## config.mk

```make
export PLATFORM = sky130hd
export DESIGN_NAME = maze_env
export DESIGN_NICKNAME = d
export VERILOG_FILES = /design/src/rtl/maze_pkg.sv /design/src/rtl/maze_wall_ram.sv /design/src/rtl/maze_env.sv
export SDC_FILE = /design/constraint.sdc
export NUM_CORES = 1
export LEC_CHECK = 0
export ABC_CLOCK_PERIOD_IN_PS = 9300
export BUFFER_PORTS_ARGS = -buffer_cell sky130_fd_sc_hd__buf_2
export CORE_MARGIN = 2
export CORE_UTILIZATION = 40
export DETAILED_ROUTE_END_ITERATION = 10
export GPL_TIMING_DRIVEN = 1
export HOLD_SLACK_MARGIN = 0.12
export SYNTH_ARGS = -nofsm -noshare
export SYNTH_HDL_FRONTEND = slang
export SYNTH_HIERARCHICAL = 1
export SYNTH_SLANG_ARGS = --single-unit
```

## constraint.sdc

```tcl
create_clock -name clk -period 9.3 [get_ports clk]
set_clock_uncertainty 0.15 [all_clocks]
set_input_delay 0.93 -clock clk [delete_from_list [all_inputs] [get_ports clk]]
set_output_delay 0.93 -clock clk [all_outputs]
set_load 0.02 [all_outputs]
```

## src/rtl/maze_pkg.sv

```systemverilog
// Shared definitions for the maze environment.
//   - heading encoding (N/E/S/W, clockwise)
//   - bit positions inside a 4-bit cell wall word {W,S,E,N}
//   - heading rotation helpers and border-wall helper
package maze_pkg;

    localparam logic [1:0] HD_N = 2'd0;
    localparam logic [1:0] HD_E = 2'd1;
    localparam logic [1:0] HD_S = 2'd2;
    localparam logic [1:0] HD_W = 2'd3;

    localparam int unsigned WB_N = 0;
    localparam int unsigned WB_E = 1;
    localparam int unsigned WB_S = 2;
    localparam int unsigned WB_W = 3;

    // Headings are numbered clockwise, so a right turn is +1 and a left turn is -1 (mod 4).
    function automatic logic [1:0] rot_r(input logic [1:0] hd);
        return hd + 2'd1;
    endfunction

    function automatic logic [1:0] rot_l(input logic [1:0] hd);
        return hd - 2'd1;
    endfunction

    // Walls implied by the maze outline for cell (x,y) in a w x h maze.
    function automatic logic [3:0] border_walls(input int unsigned x, input int unsigned y,
                                                input int unsigned w, input int unsigned h);
        logic [3:0] b;
        b       = '0;
        b[WB_N] = (y == 0);
        b[WB_E] = (x == w - 1);
        b[WB_S] = (y == h - 1);
        b[WB_W] = (x == 0);
        return b;
    endfunction

endpackage

```

## src/rtl/maze_wall_ram.sv

```systemverilog
// Wall map for the maze: W*H cells of 4 wall bits {W,S,E,N}.
//   clk, rst_n            clock, async active-low reset (clears the map)
//   we_i/waddr_i/wdata_i  synchronous write; addresses >= W*H are dropped
//   ra_x_i/ra_y_i -> ra_data_o   async read port A
//   rb_x_i/rb_y_i -> rb_data_o   async read port B
// Both read ports OR in the outline walls, so border cells always report a wall outward.
module maze_wall_ram
    import maze_pkg::*;
#(
    parameter int unsigned W = 8,
    parameter int unsigned H = 8
) (
    input  logic       clk,
    input  logic       rst_n,
    input  logic       we_i,
    input  logic [7:0] waddr_i,
    input  logic [3:0] wdata_i,
    input  logic [3:0] ra_x_i,
    input  logic [3:0] ra_y_i,
    output logic [3:0] ra_data_o,
    input  logic [3:0] rb_x_i,
    input  logic [3:0] rb_y_i,
    output logic [3:0] rb_data_o
);

    localparam int unsigned Cells = W * H;
    localparam int unsigned AW    = (Cells > 1) ? $clog2(Cells) : 1;

    logic [3:0]    mem_q [Cells];
    logic [AW-1:0] ra_idx;
    logic [AW-1:0] rb_idx;

    always_ff @(posedge clk or negedge rst_n) begin
        if (!rst_n) begin
            for (int i = 0; i < int'(Cells); i++) begin
                mem_q[i] <= '0;
            end
        end else if (we_i && (32'(waddr_i) < Cells)) begin
            mem_q[waddr_i[AW-1:0]] <= wdata_i;
        end
    end

    // Read coordinates always come from a legal pose, so the index stays below Cells.
    assign ra_idx = AW'(32'(ra_y_i) * W + 32'(ra_x_i));
    assign rb_idx = AW'(32'(rb_y_i) * W + 32'(rb_x_i));

    assign ra_data_o = mem_q[ra_idx] | border_walls(32'(ra_x_i), 32'(ra_y_i), W, H);
    assign rb_data_o = mem_q[rb_idx] | border_walls(32'(rb_x_i), 32'(rb_y_i), W, H);

endmodule

```

## src/rtl/maze_env.sv

```systemverilog
// Closed-loop maze model: executes the controller's front/turn command on each step_en_i
// pulse and returns registered front/left wall sensors for the next decision.
//   clk, rst_n                      clock, async active-low reset
//   wall_we_i/wall_addr_i/wall_data_i  wall map load port (priority over stepping)
//   restart_i                       sync return to start pose, clears status, keeps map
//   step_en_i, front_i, turn_i      command strobe and command bits
//   front_sensor_o, left_sensor_o   walls ahead / to the left of the current pose
//   pos_x_o, pos_y_o, heading_o     current pose
//   bump_o, cmd_err_o               one-cycle pulses for refused move / illegal command
//   done_o                          sticky goal-reached flag
//   steps_o                         accepted steps, saturating
module maze_env
    import maze_pkg::*;
#(
    parameter int unsigned W        = 8,
    parameter int unsigned H        = 8,
    parameter int unsigned START_X  = 0,
    parameter int unsigned START_Y  = 0,
    parameter int unsigned START_HD = 0,
    parameter int unsigned GOAL_X   = 7,
    parameter int unsigned GOAL_Y   = 7
) (
    input  logic        clk,
    input  logic        rst_n,
    input  logic        wall_we_i,
    input  logic [7:0]  wall_addr_i,
    input  logic [3:0]  wall_data_i,
    input  logic        restart_i,
    input  logic        step_en_i,
    input  logic        front_i,
    input  logic        turn_i,
    output logic        front_sensor_o,
    output logic        left_sensor_o,
    output logic [3:0]  pos_x_o,
    output logic [3:0]  pos_y_o,
    output logic [1:0]  heading_o,
    output logic        bump_o,
    output logic        cmd_err_o,
    output logic        done_o,
    output logic [15:0] steps_o
);

    localparam logic [3:0] StartX     = 4'(START_X);
    localparam logic [3:0] StartY     = 4'(START_Y);
    localparam logic [1:0] StartHd    = 2'(START_HD);
    localparam logic [3:0] GoalX      = 4'(GOAL_X);
    localparam logic [3:0] GoalY      = 4'(GOAL_Y);
    // The map is empty after reset, so the start sensors see only the outline.
    localparam logic [3:0] StartWalls = border_walls(START_X, START_Y, W, H);
    localparam logic       StartFront = StartWalls[START_HD % 4];
    localparam logic       StartLeft  = StartWalls[(START_HD + 3) % 4];

    logic [3:0]  x_q, x_d, y_q, y_d;
    logic [1:0]  hd_q, hd_d;
    logic        front_q, front_d, left_q, left_d;
    logic        bump_q, bump_d, err_q, err_d, done_q, done_d;
    logic [15:0] steps_q, steps_d;
    logic [3:0]  cur_walls, nxt_walls;
    logic        step_go;

    maze_wall_ram #(
        .W (W),
        .H (H)
    ) u_wall_ram (
        .clk       (clk),
        .rst_n     (rst_n),
        .we_i      (wall_we_i),
        .waddr_i   (wall_addr_i),
        .wdata_i   (wall_data_i),
        .ra_x_i    (x_q),
        .ra_y_i    (y_q),
        .ra_data_o (cur_walls),
        .rb_x_i    (x_d),
        .rb_y_i    (y_d),
        .rb_data_o (nxt_walls)
    );

    assign step_go = step_en_i & ~wall_we_i & ~done_q;

    always_comb begin
        x_d     = x_q;
        y_d     = y_q;
        hd_d    = hd_q;
        bump_d  = 1'b0;
        err_d   = 1'b0;
        done_d  = done_q;
        steps_d = steps_q;
        if (restart_i) begin
            x_d     = StartX;
            y_d     = StartY;
            hd_d    = StartHd;
            done_d  = 1'b0;
            steps_d = '0;
        end else if (step_go) begin
            if (steps_q != 16'hFFFF) begin
                steps_d = steps_q + 16'd1;
            end
            case ({front_i, turn_i})
                2'b01: hd_d = rot_r(hd_q);
                2'b10: begin
                    // The live map decides the move; the sensor register may lag a map write.
                    if (cur_walls[hd_q]) begin
                        bump_d = 1'b1;
                    end else begin
                        unique case (hd_q)
                            HD_N: y_d = y_q - 4'd1;
                            HD_E: x_d = x_q + 4'd1;
                            HD_S: y_d = y_q + 4'd1;
                            HD_W: x_d = x_q - 4'd1;
                        endcase
                    end
                end
                2'b11:   err_d = 1'b1;
                default: ;
            endcase
            if ((x_d == GoalX) && (y_d == GoalY)) begin
                done_d = 1'b1;
            end
        end
    end

    // Sensors describe the pose that becomes current on this edge.
    always_comb begin
        front_d = nxt_walls[hd_d];
        left_d  = nxt_walls[rot_l(hd_d)];
    end

    always_ff @(posedge clk or negedge rst_n) begin
        if (!rst_n) begin
            x_q     <= StartX;
            y_q     <= StartY;
            hd_q    <= StartHd;
            front_q <= StartFront;
            left_q  <= StartLeft;
            bump_q  <= 1'b0;
            err_q   <= 1'b0;
            done_q  <= 1'b0;
            steps_q <= '0;
        end else begin
            x_q     <= x_d;
            y_q     <= y_d;
            hd_q    <= hd_d;
            front_q <= front_d;
            left_q  <= left_d;
            bump_q  <= bump_d;
            err_q   <= err_d;
            done_q  <= done_d;
            steps_q <= steps_d;
        end
    end

    assign front_sensor_o = front_q;
    assign left_sensor_o  = left_q;
    assign pos_x_o        = x_q;
    assign pos_y_o        = y_q;
    assign heading_o      = hd_q;
    assign bump_o         = bump_q;
    assign cmd_err_o      = err_q;
    assign done_o         = done_q;
    assign steps_o        = steps_q;

endmodule
```

Word level (Yosys, flattened, before mapping) --
Index checks and enable logic that the tools add are counted.
Word-level totals: bits in registers 287, latch bits 0, memory bits (writable) 0, ROM bits 0, output and inout bits 31, memories 0
Operators by class: $add $sub $neg 9, multiply operators 0, divide/modulo/power cells 0, order comparisons 8, equality and inequality tests 13, shift-type cells 0, muxes and demuxes 45, bitwise logic cells 9, reduce and logical (&&, ||, !) cells 13
Operators with widths (count):
- 256-bit bitwise mux | 1
- 4-bit two-way mux | 17
- 4-bit binary-select mux with 6-bit select | 2
- 16-bit two-way mux | 3
- 4-bit demux with 6-bit select | 1
- 4-bit by 3-bit == test with 1-bit output (second input constant) | 6
- 7-bit greater-or-equal comparator (second input constant) | 3
- 6-bit NOT with 7-bit output | 3
- 16-bit by 1-bit adder with 16-bit output (second input constant) | 1
- 4-bit logical NOT | 4
- 16-bit inequality test (second input constant) | 1
- 4-bit one-hot mux with 2 select lines | 2
- 1-bit two-way mux | 13
- 6-bit by 4-bit adder with 6-bit output | 2
- 2-bit by 3-bit less-than comparator with 1-bit output (second input constant) | 3
- 4-bit by 1-bit adder with 4-bit output (second input constant) | 2
- 2-bit == test (second input constant) | 4
- 8-bit by 7-bit less-than comparator with 1-bit output (second input constant) | 1
- 4-bit OR | 2
- 4-bit by 1-bit subtractor with 4-bit output (second input constant) | 2
- 7-bit by 1-bit less-than comparator with 1-bit output (second input constant) | 1
- 1-bit binary-select mux with 2-bit select | 3
- 2-bit two-way mux | 3
- 2-bit nonzero test | 3
- other kinds (8) | 14

Longest topological paths before layout --
Gate-level depths: netlist (run 1).
depth in word-level cells 22, mapped depth 25, depth with buffers taken out 23

Hierarchy --
The synthesis (run 1) kept the hierarchy.
Modules (own cells, without submodules):
- maze_wall_ram | times used 1, cells each 986, area each 14256.2 µm², sequential area each 6406.1 µm²
- maze_env | times used 1, cells each 196, area each 1953.1 µm², sequential area each 778.2 µm²

Worst setup path after synthesis (run 1) --
No wires, ideal clock.
path kind reg-to-reg, start reg x_q[0] (netlist: pos_x_o[0]), end reg front_q (netlist: front_sensor_o), library setup time 0.087 ns, data arrival time 5.660 ns, required time 9.063 ns, path slack 3.403 ns, stages on the path, launching flop included 21, path buffers 4, clock period less this slack 5.897 ns, cell sequence dfrtp_1 > buf_2 > buf_2 > mux4_2 > mux4_2 > o22ai_1 > nor2_1 > mux4_2 > nor4_4 > xnor2_1 > nor2_1 > buf_2 > buf_2 > mux4_2 > mux4_2 > nand2_1 > nand2_1 > a22oi_1 > nand2_1 > mux2i_1 > mux2i_1
On the way: word-level cells in the longest chain between the ends 22, elaborated cells between the ends (all ways) 37
Ends and longest elaborated chain:
- start: declaration | RTL line maze_env.sv:53 | logic [3:0] x_q, x_d, y_q, y_d;
- start signal: assignment | RTL line maze_env.sv:130 | x_q <= StartX;
- 6-bit by 4-bit adder with 6-bit output | RTL line maze_wall_ram.sv:44 | assign ra_idx = AW'(32'(ra_y_i) * W + 32'(ra_x_i));
- 6-bit NOT with 7-bit output (not written as such) | RTL line maze_wall_ram.sv:47 | assign ra_data_o = mem_q[ra_idx] | border_walls(32'(ra_x_i), 32'(ra_y_i), W, H);
- 4-bit binary-select mux with 6-bit select | RTL line maze_wall_ram.sv:47
- 4-bit two-way mux (not written as such) (2 in series) | RTL line maze_wall_ram.sv:47
- 4-bit OR (*) | RTL line maze_wall_ram.sv:47
- named net cur_walls[3] | RTL line maze_env.sv:58 | logic [3:0] cur_walls, nxt_walls;
- 1-bit binary-select mux with 2-bit select (*) | RTL line maze_env.sv:102 | if (cur_walls[hd_q]) begin
- 1-bit two-way mux (not written as such) (*) | RTL line maze_env.sv:102
- (+6 left out)
- named net x_d[0] | RTL line maze_env.sv:53
- (+1 left out)
- 6-bit NOT with 7-bit output (not written as such) | RTL line maze_wall_ram.sv:48 | assign rb_data_o = mem_q[rb_idx] | border_walls(32'(rb_x_i), 32'(rb_y_i), W, H);
- 4-bit binary-select mux with 6-bit select | RTL line maze_wall_ram.sv:48
- 4-bit two-way mux (not written as such) (2 in series) | RTL line maze_wall_ram.sv:48
- 4-bit OR (*) | RTL line maze_wall_ram.sv:48
- named net nxt_walls[3] | RTL line maze_env.sv:58
- 1-bit binary-select mux with 2-bit select (*) | RTL line maze_env.sv:124 | front_d = nxt_walls[hd_d];
- 1-bit two-way mux (not written as such) (*) | RTL line maze_env.sv:124
- named net front_d | RTL line maze_env.sv:55 | logic front_q, front_d, left_q, left_d;
- end signal: assignment | RTL line maze_env.sv:133 | front_q <= StartFront;
- end signal: assignment | RTL line maze_env.sv:143 | front_q <= front_d;
- end: declaration | RTL line maze_env.sv:55
The timed path passes the listed nets; every way through them passes the cells marked *. The select of a mux whose other input is x is not followed. A chain may end at the register's enable or synchronous reset.

Final worst setup path (run 1) --
start reg x_q[0] (netlist: pos_x_o[0]), end reg left_q (netlist: left_sensor_o)
On the way: word-level cells in the longest chain between the ends 22, elaborated cells between the ends (all ways) 37
Ends and longest elaborated chain:
- 6-bit by 4-bit adder with 6-bit output | RTL line maze_wall_ram.sv:44
- 6-bit NOT with 7-bit output (not written as such) | RTL line maze_wall_ram.sv:47
- 4-bit binary-select mux with 6-bit select | RTL line maze_wall_ram.sv:47
- 4-bit two-way mux (not written as such) (2 in series) | RTL line maze_wall_ram.sv:47
- 4-bit OR (*) | RTL line maze_wall_ram.sv:47
- named net cur_walls[3] | RTL line maze_env.sv:58
- 1-bit binary-select mux with 2-bit select (*) | RTL line maze_env.sv:102
- 1-bit two-way mux (not written as such) (*) | RTL line maze_env.sv:102
- (+6 left out)
- named net x_d[3] | RTL line maze_env.sv:53
- (+1 left out)
- 6-bit NOT with 7-bit output (not written as such) | RTL line maze_wall_ram.sv:48
- 4-bit binary-select mux with 6-bit select | RTL line maze_wall_ram.sv:48
- 4-bit two-way mux (not written as such) (2 in series) | RTL line maze_wall_ram.sv:48
- 4-bit OR (*) | RTL line maze_wall_ram.sv:48
- named net nxt_walls[3] | RTL line maze_env.sv:58
- 1-bit binary-select mux with 2-bit select (*) | RTL line maze_env.sv:125 | left_d = nxt_walls[rot_l(hd_d)];
- 1-bit two-way mux (not written as such) (*) | RTL line maze_env.sv:125
- named net left_d | RTL line maze_env.sv:55
- end signal: assignment | RTL line maze_env.sv:134 | left_q <= StartLeft;
- end signal: assignment | RTL line maze_env.sv:144 | left_q <= left_d;
- end: declaration | RTL line maze_env.sv:55
Marks and branches as above.

==> results of run 1 <==
==> state kept, by name, summed over array words and instances, names as in the netlist <==
| signal | cells |
|---|---|
| cmd_err_o | 1 |
| left_sensor_o | 1 |
| done_o | 1 |
| u_wall_ram/mem_q | 256 |
| heading_o | 2 |
| pos_x_o | 4 |
| bump_o | 1 |
| steps_o | 16 |
| front_sensor_o | 1 |
| pos_y_o | 4 |
==> cell usage after synthesis (4+ instances only) <==
| master | n | area, sq um |
|---|---|---|
| o22ai_1 | 15 | 93.8 |
| dfrtp_1 | 285 | 7130 |
| nand3b_1 | 11 | 82.6 |
| ha_1 | 13 | 163 |
| nor3_1 | 17 | 85.1 |
| buf_4 | 6 | 45.0 |
| or4_1 | 4 | 30.0 |
| nor2b_1 | 13 | 81.3 |
| buf_1 | 7 | 26.3 |
| buf_6 | 4 | 45.0 |
| nor4_1 | 5 | 31.3 |
| a22oi_1 | 7 | 52.6 |
| nor2_1 | 70 | 263 |
| mux4_2 | 141 | 3180 |
| a21oi_1 | 18 | 90.1 |
| xor2_1 | 8 | 70.1 |
| o21ai_0 | 6 | 30.0 |
| clkbuf_1 | 52 | 195 |
| nor3b_1 | 4 | 30.0 |
| inv_1 | 8 | 30.0 |
| mux2_2 | 265 | 2980 |
| nand3_1 | 16 | 80.1 |
| nand2b_1 | 12 | 75.1 |
| a211oi_1 | 7 | 52.6 |
| xnor2_1 | 12 | 105 |
| and3_1 | 5 | 31.3 |
| mux2i_1 | 24 | 240 |
| nand2_1 | 75 | 282 |
| buf_2 | 15 | 75.1 |
| o31ai_1 | 5 | 37.5 |
==> path summary, 6_finish.rpt <==
| path | endpoint | slack [ps] | cells after the start |
|---|---|---|---|
| worst max-delay path | left_sensor_o$_DFF_PN1_ | 1560 | 21 |
| max in group asynchronous | u_wall_ram/mem_q[201]$_DFFE_PN0P_ | 7500 | 2 |
| worst min register to register | u_wall_ram/mem_q[217]$_DFFE_PN0P_ | 370 | 1 |
| min in group clk | u_wall_ram/mem_q[217]$_DFFE_PN0P_ | 370 | 1 |
| worst min-delay path | steps_o[4]$_DFFE_PN0P_ | 160 | 1 |
| worst max register to register | left_sensor_o$_DFF_PN1_ | 1560 | 21 |
==> cell type report <==
cell class / instances / area (sq um)
Sequential cell: 287 / 7190
Timing Repair Buffer: 67 / 428
Clock inverter: 9 / 175
Inverter: 9 / 33.8
Clock buffer: 53 / 1070
Multi-Input combinational cell: 802 / 8630
Antenna cell: 1 / 2.50
Tap cell: 525 / 657
Fill cell: 3578 / 21600
==> stage by stage <==
step / worst slack [ps] / util (%)
6_report: 1560 / 45.7
5_1_grt: 909 / 45.6
4_1_cts: 1550 / 45.6
3_5_place_dp: 1540 / 42.5
3_3_place_gp: 1750 / 42.5
2_1_floorplan: 3400 / -
==> routing by layer <==
metal | up-vias | part of all wire, %
li1 | 4564 | -
met1 | 5669 | 44
met2 | 373 | 46
met3 | 76 | 6.9
met4 | 0 | 2.6
met5 | - | 0
==> power breakdown <==
part | switching [uW] | internal, uW
logic | 107 | 94.8
clock network | 524 | 928
registers | 46.9 | 1300
==> worst max-delay path, stage by stage (launching register included) <==
cell and delay (ps):
dfrtp_4 1010, buf_4 420, mux4_2 540, mux2i_1 150, nor3b_1 70, or4_1 520
o22ai_1 180, nor2_1 70, mux4_2 610, nor4_4 450, o21ai_2 100, xor2_1 150
nor2_1 100, ha_1 870, clkinv_1 780, mux4_2 700, nand2_1 90, nand2_1 80
a22oi_1 190, nand2_1 90, mux2i_1 150, mux2i_1 110
==> logic make-up (layout without fill, tap and decap cells) <==
logic type      after synthesis  in the layout  share of synthesized area, %
other cells                   0              1                             0
mux                         430            430                          39.5
simple gates                262            262                          8.24
flops                       287            287                          44.3
compound gates               76             76                          3.16
xor+xnor                     20             20                          1.08
buf+inv                      93            138                          2.59
fa+ha+maj                    14             14                          1.13
==> impl_metrics.ini, run 1 <==
[flow_run]
maxCapViolations = 0

[placed_design]
portBuffers = 49
dp_hpwl_microns = 30200
placed_area_sq_um = 16900
placed_cells = 1690
gp_congestion = 0.860

[critical_path]
worst_setup_path_end_kind = flip-flop
crit_start = pos_x_o[0]$_DFF_PN0_
critPathLaunchType = flip-flop
crit_type = reg2reg
cp.required_ps = 9570
r2r_start = pos_x_o[0]$_DFF_PN0_
critPathArrivalTime_ps = 8020
cp_max_fo = 48

[routing]
drt_first_pass_iters = 7
postRouteAntennaNets = 0
routed_via_density = 6.09
wl_per_cell_microns = 25.0
drt_first_iter_violations = 844
drc = 0
drt_wl_total_microns = 43900
vias = 10700

[floorplan]
num_rows = 73
die_x_microns = 205
io_pins = 50
initial_core_util_pct = 40.7
die_area_sq_um = 42200
coreArea_sq_um = 39800
fp.dieH_microns = 205

[logic_synthesis]
synth_edf_count = 0
synthesis.instances = 1182
synth.distinct_cells = 60
synth_ff_type = dfrtp_1
avgSynthCellArea_sq_um = 13.7
ys_ff_latch = 287
ys_seq_area_share_pct = 44.3
synthArstFlopShare_pct = 100
ys_warn_count = 6
syn_nets = 1215
netlist_area_sq_um = 16200

[timing]
hold_violations = 0
fin_setup_tns_ps = 0
fin_crit_sh_pct = 83.3
relSlewSlack_pct = 15.3
period_needed_ps = 7740
finalSetupViolCount = 0
max_freq_mhz = 129
worst_pin_slew_ps = 1270
holdWs_ps = 165
slew_violations = 0
rsz0062_at_grt = no

[clocking]
h-tree-depth = 2
ctsResizeCount = 0
clock_latency_ps = 520
postCtsSetupBuffers = 0
cts_buffers = 35
hold_buffers = 0
clk_pin_slew_ps = 60
clockRootBuffer = clkbuf_16
clock_path_buffers = 3
clock_sinks = 287
cts_tree = yes

[global_route]
overflow = 0
gr-usage-met3_pct = 4.24
top_usage_layer = met2
antenna_found_initial = 1
grtUsageMet2_pct = 33.4
grt_pass1_vias = 10900
grt_max_degree = 161
grt_pass1_wl_microns = 68600
grtUsageMet1_pct = 30.7
grt_use_total_pct = 21.5

[hold_path]
hold_class = in2async

[power_and_ir_drop]
power_uw = 3000
pwr_density_cell_nw_per_um2 = 165
leakage_uw = 0.00792
peakVddDrop_v = 0.0000833

[cells_and_area]
fin_nets = 1235
mostFrequentLayoutCell = dfrtp_1
syn_to_final_growth_pct = 12.2
finish.cell_count_without_fillers = 1753
postLayoutCellArea_sq_um = 18200
mostFrequentLayoutCells = dfrtp_1 (283), mux2_2 (265), mux4_2 (141)
drive_gt1_share_pct = 44.5

[outcome]
status = finished, final reports clean
No activity file was read; power rests on OpenSTA's default activity.
==> run 2, diff against run 1 <==
Settings changed: ABC_CLOCK_PERIOD_IN_PS 9300 to 7800.
Clock period 9.3 ns to 7.8 ns, I/O delays scaled along.
==> impl_metrics.ini, run 2 (synthesis results as in run 1) <==
[outcome]
status = finished, final reports clean

[timing]
fin_crit_sh_pct = 89.7
slew_violations = 0
worst_pin_slew_ps = 1300
rsz0062_at_grt = no
finalSetupViolCount = 0
relSlewSlack_pct = 12.9
hold_violations = 0
period_needed_ps = 7000
max_freq_mhz = 143
fin_setup_tns_ps = 0

[cells_and_area]
finalCoreUtilization_pct = 45.4
fin_nets = 1237
mostFrequentLayoutCells = dfrtp_1 (283), mux2_2 (265), mux4_2 (141)
mostFrequentLayoutCell = dfrtp_1
syn_to_final_growth_pct = 11.6
drive_gt1_share_pct = 44.7
diodes = 0
top_register = u_wall_ram/mem_q
largest_reg_flops = 256

[routing]
wl_per_cell_microns = 25.8
postRouteAntennaNets = 0
vias = 10700
drc = 0
drt_first_pass_iters = 5
drt_first_iter_violations = 879
drt_wl_total_microns = 45300
routed_via_density = 6.09

[global_route]
overflow = 0
grt_use_total_pct = 22.3
grt_pass1_vias = 10900
grt_pass1_wl_microns = 69600
antenna_found_initial = 1
grt_max_degree = 81

[critical_path]
crit_type = reg2reg
critPathLaunchType = flip-flop
slowest_stage = dfrtp_4
critPathArrivalTime_ps = 7300
reg2reg_setup_slack_ps = 800
cp.required_ps = 8100
cp_max_fo = 41
worst_setup_path_end_kind = flip-flop
max_stage_delay_ps = 990
worstPathCellList = buf_12 -> mux4_2 -> mux4_2 -> mux2_2 -> nor3_1 -> a21oi_1 -> mux4_2 -> nor4_4 -> nor2_1 -> a211oi_1 -> ha_1 -> nand2b_1 -> nor3_1 -> or3_1 -> nor3_1 -> a21oi_1 -> a211oi_1 -> mux2i_1 -> mux2i_1

[clocking]
clk_pin_slew_ps = 60
clock_sinks = 287
clock_latency_ps = 540
hold_buffers = 1
postCtsSetupBuffers = 0
clockRootBuffer = clkbuf_16
cts_buffers = 34
clock_path_buffers = 3
h-tree-depth = 2
ctsResizeCount = 0
cts_tree = yes

[placed_design]
portBuffers = 49
dp_hpwl_microns = 30700
gp_congestion = 0.926

[floorplan]
fp.dieH_microns = 205
num_rows = 73
io_pins = 50
die_area_sq_um = 42200
initial_core_util_pct = 40.7
coreArea_sq_um = 39800
die_x_microns = 205

[power_and_ir_drop]
leakage_uw = 0.00789
peakVddDrop_v = 0.000156
pwr_density_cell_nw_per_um2 = 191

[flow_run]
maxCapViolations = 0

[hold_path]
hold_class = reg2reg
-- run 2: layout make-up --
type,instances,area [sq um]
inverters,9,33.8
well taps,525,657
clock inverters,15,154
flip-flops and latches,287,7190
multi-input cells,802,8630
repair buffers,70,453
fillers,3595,21700
clock buffers,46,967
-- run 2: worst max-delay path, delay by kind of cell, from the launching register on --
kind / cells / cell delay, ps
AO/OA/AOI/OAI: 4 / 940
adder cells (fa/ha/maj): 1 / 530
buffers and inverters: 1 / 290
flip-flops: 1 / 990
multiplexers: 6 / 2310
AND/OR/NAND/NOR: 7 / 1680
-- run 2: layer usage --
layer / vias to the layer above / GRT usage (%) / wire, microns
met4: 2 / 8.66 / 1580
met1: 5666 / 31.0 / 19500
met5: - / 0 / 9
met3: 84 / 4.47 / 3150
li1: 4546 / - / -
met2: 386 / 34.5 / 21000
-- run 2: report_power, final --
group	leakage [uW]	total, uW	internal [uW]	switching (uW)
combinational	0.00337	242	113	129
sequential	0.00395	1610	1550	54.8
clock	0.000564	1610	970	636
-- run 2: path summary, 6_finish.rpt --
check                                                  start                                 to  cells after the start
max reg2reg                             pos_x_o[0]$_DFF_PN0_            left_sensor_o$_DFF_PN1_                     19
min                        u_wall_ram/mem_q[101]$_DFFE_PN0P_  u_wall_ram/mem_q[101]$_DFFE_PN0P_                      1
max in group asynchronous                              rst_n   u_wall_ram/mem_q[16]$_DFFE_PN0P_                      3
min in group asynchronous                              rst_n             steps_o[3]$_DFFE_PN0P_                      2
min reg2reg                u_wall_ram/mem_q[101]$_DFFE_PN0P_  u_wall_ram/mem_q[101]$_DFFE_PN0P_                      1
max                                     pos_x_o[0]$_DFF_PN0_            left_sensor_o$_DFF_PN1_                     19
-- run 2: metrics by stage --
step | total power, uW | setup WS (ps) | instance area [sq um] | instances | hold slack [ps]
2_1_floorplan | 1770 | 1900 | 16200 | 1182 | 334
3_3_place_gp | 1870 | 1040 | 17000 | 1692 | 351
3_5_place_dp | 1880 | 917 | 17000 | 1692 | 364
4_1_cts | 3500 | 877 | 18100 | 1754 | 376
5_1_grt | 3580 | 378 | 18100 | 1754 | 392
6_report | 3460 | 801 | 18100 | 1754 | 374
